===== src/rtl/usr_pkg.sv =====
// Shared encodings for the universal shift register: shift modes and FSM states.
package usr_pkg;

    typedef enum logic [1:0] {
        MODE_SHL = 2'b00,
        MODE_SHR = 2'b01,
        MODE_ROL = 2'b10,
        MODE_ROR = 2'b11
    } mode_e;

    typedef enum logic {
        ST_IDLE  = 1'b0,
        ST_SHIFT = 1'b1
    } state_e;

endpackage


===== src/rtl/usr_shift_step.sv =====
// Combinational single-position shifter/rotator.
// USR_ASR_EN adds arith_i: SHR replicates the MSB instead of filling from ser_i.
module usr_shift_step
    import usr_pkg::*;
#(
    parameter int unsigned WIDTH = 8
) (
    input  logic [WIDTH-1:0] d_i,
    input  mode_e            mode_i,
    input  logic             ser_i,
`ifdef USR_ASR_EN
    input  logic             arith_i,
`endif
    output logic [WIDTH-1:0] d_o,
    output logic             ser_o
);

    logic shr_fill;

    always_comb begin
`ifdef USR_ASR_EN
        shr_fill = arith_i ? d_i[WIDTH-1] : ser_i;
`else
        shr_fill = ser_i;
`endif
    end

    always_comb begin
        d_o   = d_i;
        ser_o = 1'b0;
        case (mode_i)
            MODE_SHL: begin
                d_o   = {d_i[WIDTH-2:0], ser_i};
                ser_o = d_i[WIDTH-1];
            end
            MODE_SHR: begin
                d_o   = {shr_fill, d_i[WIDTH-1:1]};
                ser_o = d_i[0];
            end
            MODE_ROL: begin
                d_o   = {d_i[WIDTH-2:0], d_i[WIDTH-1]};
                ser_o = d_i[WIDTH-1];
            end
            MODE_ROR: begin
                d_o   = {d_i[0], d_i[WIDTH-1:1]};
                ser_o = d_i[0];
            end
            default: begin
                d_o   = d_i;
                ser_o = 1'b0;
            end
        endcase
    end

endmodule


===== src/rtl/univ_shift_reg.sv =====
// Universal shift register: parallel load plus counted shift/rotate runs with busy/done.
// USR_ASR_EN adds the arith input for arithmetic shift-right runs.
module univ_shift_reg
    import usr_pkg::*;
#(
    parameter int unsigned WIDTH = 8,
    parameter int unsigned CNT_W = $clog2(WIDTH + 1)
) (
    input  logic             clk,
    input  logic             rst,
    input  logic [WIDTH-1:0] d_in,
    input  logic             load,
    input  logic             start,
    input  logic [1:0]       mode,
    input  logic [CNT_W-1:0] shift_cnt,
    input  logic             ser_in,
`ifdef USR_ASR_EN
    input  logic             arith,
`endif
    output logic [WIDTH-1:0] d_out,
    output logic             ser_out,
    output logic             busy,
    output logic             done
);

    state_e           state_q;
    mode_e            mode_q;
    logic [CNT_W-1:0] cnt_q;
    logic [WIDTH-1:0] data_q;
    logic             ser_q;
    logic             busy_q;
    logic             done_q;
`ifdef USR_ASR_EN
    logic             arith_q;
`endif

    logic [WIDTH-1:0] data_d;
    logic             ser_d;

    usr_shift_step #(
        .WIDTH(WIDTH)
    ) u_step (
        .d_i    (data_q),
        .mode_i (mode_q),
        .ser_i  (ser_in),
`ifdef USR_ASR_EN
        .arith_i(arith_q),
`endif
        .d_o    (data_d),
        .ser_o  (ser_d)
    );

    always_ff @(posedge clk) begin
        if (rst) begin
            state_q <= ST_IDLE;
            mode_q  <= MODE_SHL;
            cnt_q   <= '0;
            data_q  <= '0;
            ser_q   <= 1'b0;
            busy_q  <= 1'b0;
            done_q  <= 1'b0;
`ifdef USR_ASR_EN
            arith_q <= 1'b0;
`endif
        end else begin
            done_q <= 1'b0;
            case (state_q)
                ST_IDLE: begin
                    if (load) begin
                        data_q <= d_in;
                    end else if (start) begin
                        if (shift_cnt == '0) begin
                            done_q <= 1'b1;
                        end else begin
                            mode_q  <= mode_e'(mode);
                            cnt_q   <= shift_cnt;
                            busy_q  <= 1'b1;
                            state_q <= ST_SHIFT;
`ifdef USR_ASR_EN
                            arith_q <= arith;
`endif
                        end
                    end
                end
                ST_SHIFT: begin
                    data_q <= data_d;
                    ser_q  <= ser_d;
                    cnt_q  <= cnt_q - CNT_W'(1);
                    // Last shift of the run: leave busy and pulse done in the same edge.
                    if (cnt_q == CNT_W'(1)) begin
                        busy_q  <= 1'b0;
                        done_q  <= 1'b1;
                        state_q <= ST_IDLE;
                    end
                end
                default: begin
                    state_q <= ST_IDLE;
                    busy_q  <= 1'b0;
                end
            endcase
        end
    end

    assign d_out   = data_q;
    assign ser_out = ser_q;
    assign busy    = busy_q;
    assign done    = done_q;

endmodule

===== config.mk =====
export PLATFORM = sky130hd
export DESIGN_NAME = univ_shift_reg
export DESIGN_NICKNAME = d
export VERILOG_FILES = /design/src/rtl/usr_pkg.sv /design/src/rtl/usr_shift_step.sv /design/src/rtl/univ_shift_reg.sv
export SDC_FILE = /design/constraint.sdc
export NUM_CORES = 1
export LEC_CHECK = 0
export ABC_AREA = 1
export CAP_MARGIN = 20
export CORE_ASPECT_RATIO = 0.7
export CORE_MARGIN = 3
export CORE_UTILIZATION = 45
export CTS_CLUSTER_DIAMETER = 200
export DETAILED_ROUTE_END_ITERATION = 8
export HOLD_SLACK_MARGIN = 0.08
export PLACE_DENSITY = 0.86
export SLEW_MARGIN = 20
export SYNTH_ARGS = -nofsm -noshare
export SYNTH_HDL_FRONTEND = slang
export SYNTH_SLANG_ARGS = --single-unit

===== constraint.sdc =====
create_clock -name clk -period 1.6 [get_ports clk]
set_clock_uncertainty 0.05 [all_clocks]
set_input_delay 0.32 -clock clk [delete_from_list [all_inputs] [get_ports clk]]
set_output_delay 0.32 -clock clk [all_outputs]
set_load 0.03 [all_outputs]

Word-level counts from Yosys, hierarchy flattened
Index checks and enable logic that the tools add are counted.
{"block": "op_classes", "n_addsub": 1, "n_eq_ne": 9, "muxes": 23, "bitwise_logic": 3, "reduce_logical": 7}
{"op": "one-hot mux 8 bit (4 select lines)", "count": 1}
{"op": "one-hot mux 8 bit (2 select lines)", "count": 1}
{"op": "2-to-1 mux 1 bit", "count": 12}
{"op": "2-to-1 mux 4 bit", "count": 3}
{"op": "2-to-1 mux 8 bit", "count": 1}
{"op": "inequality test 2 bit, second input constant", "count": 4}
{"op": "one-hot mux 1 bit (2 select lines)", "count": 4}
{"op": "one-hot mux 4 bit (2 select lines)", "count": 1}
{"op": "AND reduction 4 bit", "count": 2}
{"op": "== test 2 bit, second input constant", "count": 2}
{"op": "== test 4 x 1 -> 1 bit, second input constant", "count": 1}
{"op": "logical NOT 4 bit", "count": 1}
{"op": "OR reduction 2 bit", "count": 2}
{"op": "subtractor 4 x 1 -> 4 bit, second input constant", "count": 1}
{"op": "NOT 1 bit", "count": 3}
{"op": "AND reduction 3 bit", "count": 1}
{"op": "== test 2 x 1 -> 1 bit, second input constant", "count": 1}
{"op": "logical NOT 2 bit", "count": 1}
{"op": "inequality test 2 x 1 -> 1 bit, second input constant", "count": 1}
{"block": "totals", "reg_bits": 18, "in_bits": 19, "out_inout_bits": 11, "wordCells": 50}

Longest topological paths before layout
{"block": "logic_depth", "depth_word": 5, "depth_mapped": 9, "ltp_nobuf": 9}

By module
A second synthesis with hierarchy kept.
{"block": "hier_totals", "hier_cells": 161, "hier_area_um2": 1054.8}
{"module": "univ_shift_reg", "n_inst": 1, "cells_per_inst": 130, "area_per_inst_um2": 882.1, "seq_area_each_um2": 360.3}
{"module": "usr_shift_step", "n_inst": 1, "cells_per_inst": 31, "area_per_inst_um2": 172.7, "seq_area_each_um2": 0.0}

Least setup slack after synthesis
No wires, ideal clock.
{"block": "synth_timing", "kind": "register to register", "start": "register state_q", "end": "register mode_q[0]", "setup_ns": 0.120, "arrival_time_ns": 0.925, "required_time_ns": 1.430, "setup_slack_ns": 0.505, "stages_incl_launch_ff": 6, "path_buffers": 1, "synth_period_minus_slack_ns": 1.095, "cell_sequence": "dfxtp_1 buf_6 nor3_4 nand2_2 o21ai_1 a21oi_1"}
{"block": "synth_between", "elab_chain_len": 2}
{"item": "from (decl)", "line": "univ_shift_reg.sv:26", "text": "state_e state_q;"}
{"item": "from (signal assigned)", "line": "univ_shift_reg.sv:55", "text": "state_q <= ST_IDLE;"}
{"item": "from (signal assigned)", "line": "univ_shift_reg.sv:78", "text": "state_q <= ST_SHIFT;"}
{"item": "from (signal assigned)", "line": "univ_shift_reg.sv:93", "text": "state_q <= ST_IDLE;"}
{"item": "NOT 1 bit (no line)"}
{"item": "AND reduction 4 bit (no line)"}
{"item": "to (signal assigned)", "line": "univ_shift_reg.sv:75", "text": "mode_q <= mode_e'(mode);"}
{"item": "to (decl)", "line": "univ_shift_reg.sv:27", "text": "mode_e mode_q;"}
Every way passes these cells.
A chain may end at the register's enable or synchronous reset.

Worst setup path after layout
{"block": "layout_timing", "start": "register data_q[2], in the netlist d_out[2]", "end": "output d_out[2]"}
{"item": "from (decl)", "line": "univ_shift_reg.sv:29", "text": "logic [WIDTH-1:0] data_q;"}
{"item": "from (signal assigned)", "line": "univ_shift_reg.sv:70", "text": "data_q <= d_in;"}
{"item": "from (signal assigned)", "line": "univ_shift_reg.sv:86", "text": "data_q <= data_d;"}
{"item": "to (decl)", "line": "univ_shift_reg.sv:20", "text": "output logic [WIDTH-1:0] d_out,"}
No word-level cell between the ends.

==> flow_summary_export.csv <==
group,metric,value,unit
run_status,status,"completed",
grt,grt_pass1_wl,4000,microns
final_layout,multi_input_area,502,sq um
setup_path,path_buf_inv,1,
drt,vias,1070,
logic_synthesis,synth_area_per_cell,6.82,sq um
worst_hold_path,min_from,"busy",
pwr,sw_frac_of_total,31.8,%
timing,fin_crit,1.49,ns
worst_hold_path,whs_path_depth,2,
pwr,p_per_area,834,nW/um^2
clock_tree,htreeDepth,1,
die,die_area,2740,sq um
logic_synthesis,ys_seq_area_share,37.5,%
pwr,power_leakage,0.587,nW
final_layout,fillCellCount,168,
die,pin_count,30,
clock_tree,clk_latency,0.30,ns
setup_path,cpLargestDelayFamily,"buffers and inverters",
grt,grt_use_met2,31.2,%
timing,rsz0062_at_grt,"false",
clock_tree,clk_pin_slew,0.10,ns
clock_tree,cts.sinks,18,
clock_tree,clock_path_buffers,2,
clock_tree,cts_setup_buffers,0,
pwr,p_sw,0.345,mW
timing,setup_viol_count_final,0,
logic_synthesis,synthesis.instances,141,
grt,grt_pass1_vias,872,
setup_path,reg2reg_slack,0.29,ns
die,fp.dieH,44.7,microns
grt,gr-max-usage-layer,"met2",
setup_path,start_kind,"flop",
place,port-buffer-count,29,
logic_synthesis,netlist.area_leader.share,37.5,%
grt,grt_use_met1,27.5,%
grt,met3_usage,4.96,%
final_layout,area_growth,35.1,%
drt,drt_iter0_drc,76,
logic_synthesis,synth_top_area_cell,"dfxtp_1",
timing,post-route-period-util,93.2,%
timing,finalHoldViolCount,0,
drt,routed_wl,2650,microns
setup_path,worst_ep_arrival_time,1.12,ns
timing,worst_pin_slew,0.350,ns
setup_path,cp-end-kind,"output port",
timing,maxSlewHeadroom,76.6,%
clock_tree,cts_root_buffer,"clkbuf_4",
setup_path,cpPeakStageDelay,0.42,ns
worst_hold_path,hp-class,"reg2reg",
drt,firstDrtPassIters,4,
final_layout,layout.nets,195,
drt,avgRoutedWirePerCell,13.6,microns
grt,grt_max_degree,15,
pwr,p_total,1.08,mW
worst_hold_path,hold_end,"busy",
setup_path,crit_type,"reg2out",
job,drv_cap,0,
logic_synthesis,yosysWarnings,0,
logic_synthesis,synth_cell_types,20,
logic_synthesis,synth_nets,162,
pwr,clkPwrFrac,26.1,%
grt,antenna_found_initial,0,
place,hpwl,2020,microns
pwr,comb_power_share,26.2,%
pwr,p_int,0.739,mW
final_layout,antenna_cells,0,
setup_path,path_max_fanout,4,
setup_path,cp_cell_sequence,"dlygate4sd2_1",
drt,vias_per_cell,5.49,
clock_tree,cts_inserted_buffers,3,
setup_path,crit_required,1.23,ns
final_layout,final_core_util,67.2,%
die,start_util,49.7,%
setup_path,r2r_end,"mode_q[0]",
logic_synthesis,synth-seq-cells,18,
die,fp.dieW,61.3,microns
final_layout,layout-drive-gt1-share,11.6,%
drt,drtAntennaViolNets,0,
grt,grtUsageTotal,20.0,%
final_layout,layout.area.seq,360,sq um
logic_synthesis,ys_top_cells_by_area,"dfxtp_1 37%, nand2_1 13%, a21oi_1 7.8%, nand3_1 6.8%, inv_1 5.5%",
pwr,peakVddDrop,0.694,mV
die,fp-row-count,13,
timing,maxSlewViolCount,0,
setup_path,cp_slowest_cell,"dlygate4sd2_1",
timing,max_freq,671,MHz
place,gp_congestion,0.872,
pwr,power_frac_seq,47.7,%
setup_path,r2r-start,"state_q",
grt,overflow,0,
logic_synthesis,synth.cell_area,962,sq um
drt,drc,0,
clock_tree,cts_tree,"yes",
die,coreArea,1940,sq um
setup_path,reg2regPathDepth,5,
## state kept, by name (all words and copies together), names as in the netlist
name,cells
busy,1
cnt_q,4
d_out,8
done,1
mode_q,2
ser_out,1
state_q,1
## cell usage in the layout (no fill, tap or decap), types with 2 or more instances in the layout
cell type and count:
buf_4 3, ha_1 2, nand2_2 3, o21ai_0 7
o21ai_1 5, inv_2 6, dlygate4sd2_1 11, nor2_1 8
clkdlybuf4s50_1 18, a21oi_1 15, nand2_1 34, nor2_4 2
dfxtp_1 18, nand3_1 13, clkbuf_4 3, a31oi_1 6
inv_1 14
## worst min-delay path: cells and delay by family (launching register included)
kind / cells / cell delay (ns)
AO/OA/AOI/OAI: 1 / 0.05
flip-flops: 1 / 0.32
AND/OR/NAND/NOR: 1 / 0.06
## repair_timing
item | CTS | global route
hold buffers | 0 | 0
resized for setup | 11 | 0
endpoints found under the setup margin | 11 | 0
## through the flow
stage                     setup TNS, ns  hold slack, ns  worst slack, ns  std cells  area (sq um)
final                                 0           0.418            0.109        195          1300
after CTS                             0           0.420            0.120        195          1300
after detailed placement        -0.0889           0.405          -0.0371        191          1280
after floorplan                       0           0.339            0.505        141           962
after global routing                  0           0.465           0.0646        195          1300
after global placement          -0.0277           0.405          -0.0277        191          1280
## logic make-up (layout without fill, tap and decap cells)
family                     after synthesis  count (layout)  synth area share [%]
DFF                                     18              18                  37.5
AOI/OAI and AO/OA                       35              35                  19.8
buffers and inverters                   24              56                  10.4
and+or+nand+nor                         62              62                  29.8
adders and majority gates                2               2                  2.60
## layer usage
metal,vias up,wire (microns)
li1,530,-
met1,478,1200
met2,58,1220
met3,4,194
met4,0,27
met5,-,0
## worst max path at each step
| stage | endpoint | cells after the start | slack (ns) | start |
|---|---|---|---|---|
| floorplan | mode_q[0] | 5 | 0.51 | state_q |
| global placement | d_out[7] | 7 | -0.03 | load |
| detailed placement | d_out[0] | 7 | -0.04 | load |
| CTS | d_out[2] | 1 | 0.12 | d_out[2] |
| global route | d_out[2] | 1 | 0.06 | d_out[2] |
| finish | d_out[2] | 1 | 0.11 | d_out[2] |
## synthesized netlist by cell type (all sizes together)
cell type  instances
nand3             13
nand2             37
dfxtp             18
clkbuf             1
o21ai             12
o221ai             1
nand4              1
inv               20
nor3               1
ha                 2
a31oi              6
buf                3
a21oi             16
nor2              10
## layout make-up
type                    count  area share [%]
multi-input cells          99            38.6
well taps                  22            2.12
clock buffers               4            2.79
repair buffers             32            23.0
flip-flops and latches     18            27.7
inverters                  20            5.77
## power by group through the flow
stage	logic, mW	registers [mW]	clock network (mW)
2_1_floorplan	0.144	0.551	0
3_3_place_gp	0.286	0.524	0
3_5_place_dp	0.292	0.526	0
4_1_cts	0.281	0.515	0.280
5_1_grt	0.309	0.521	0.305
6_report	0.284	0.517	0.282
(Power assumes the default switching activity.)
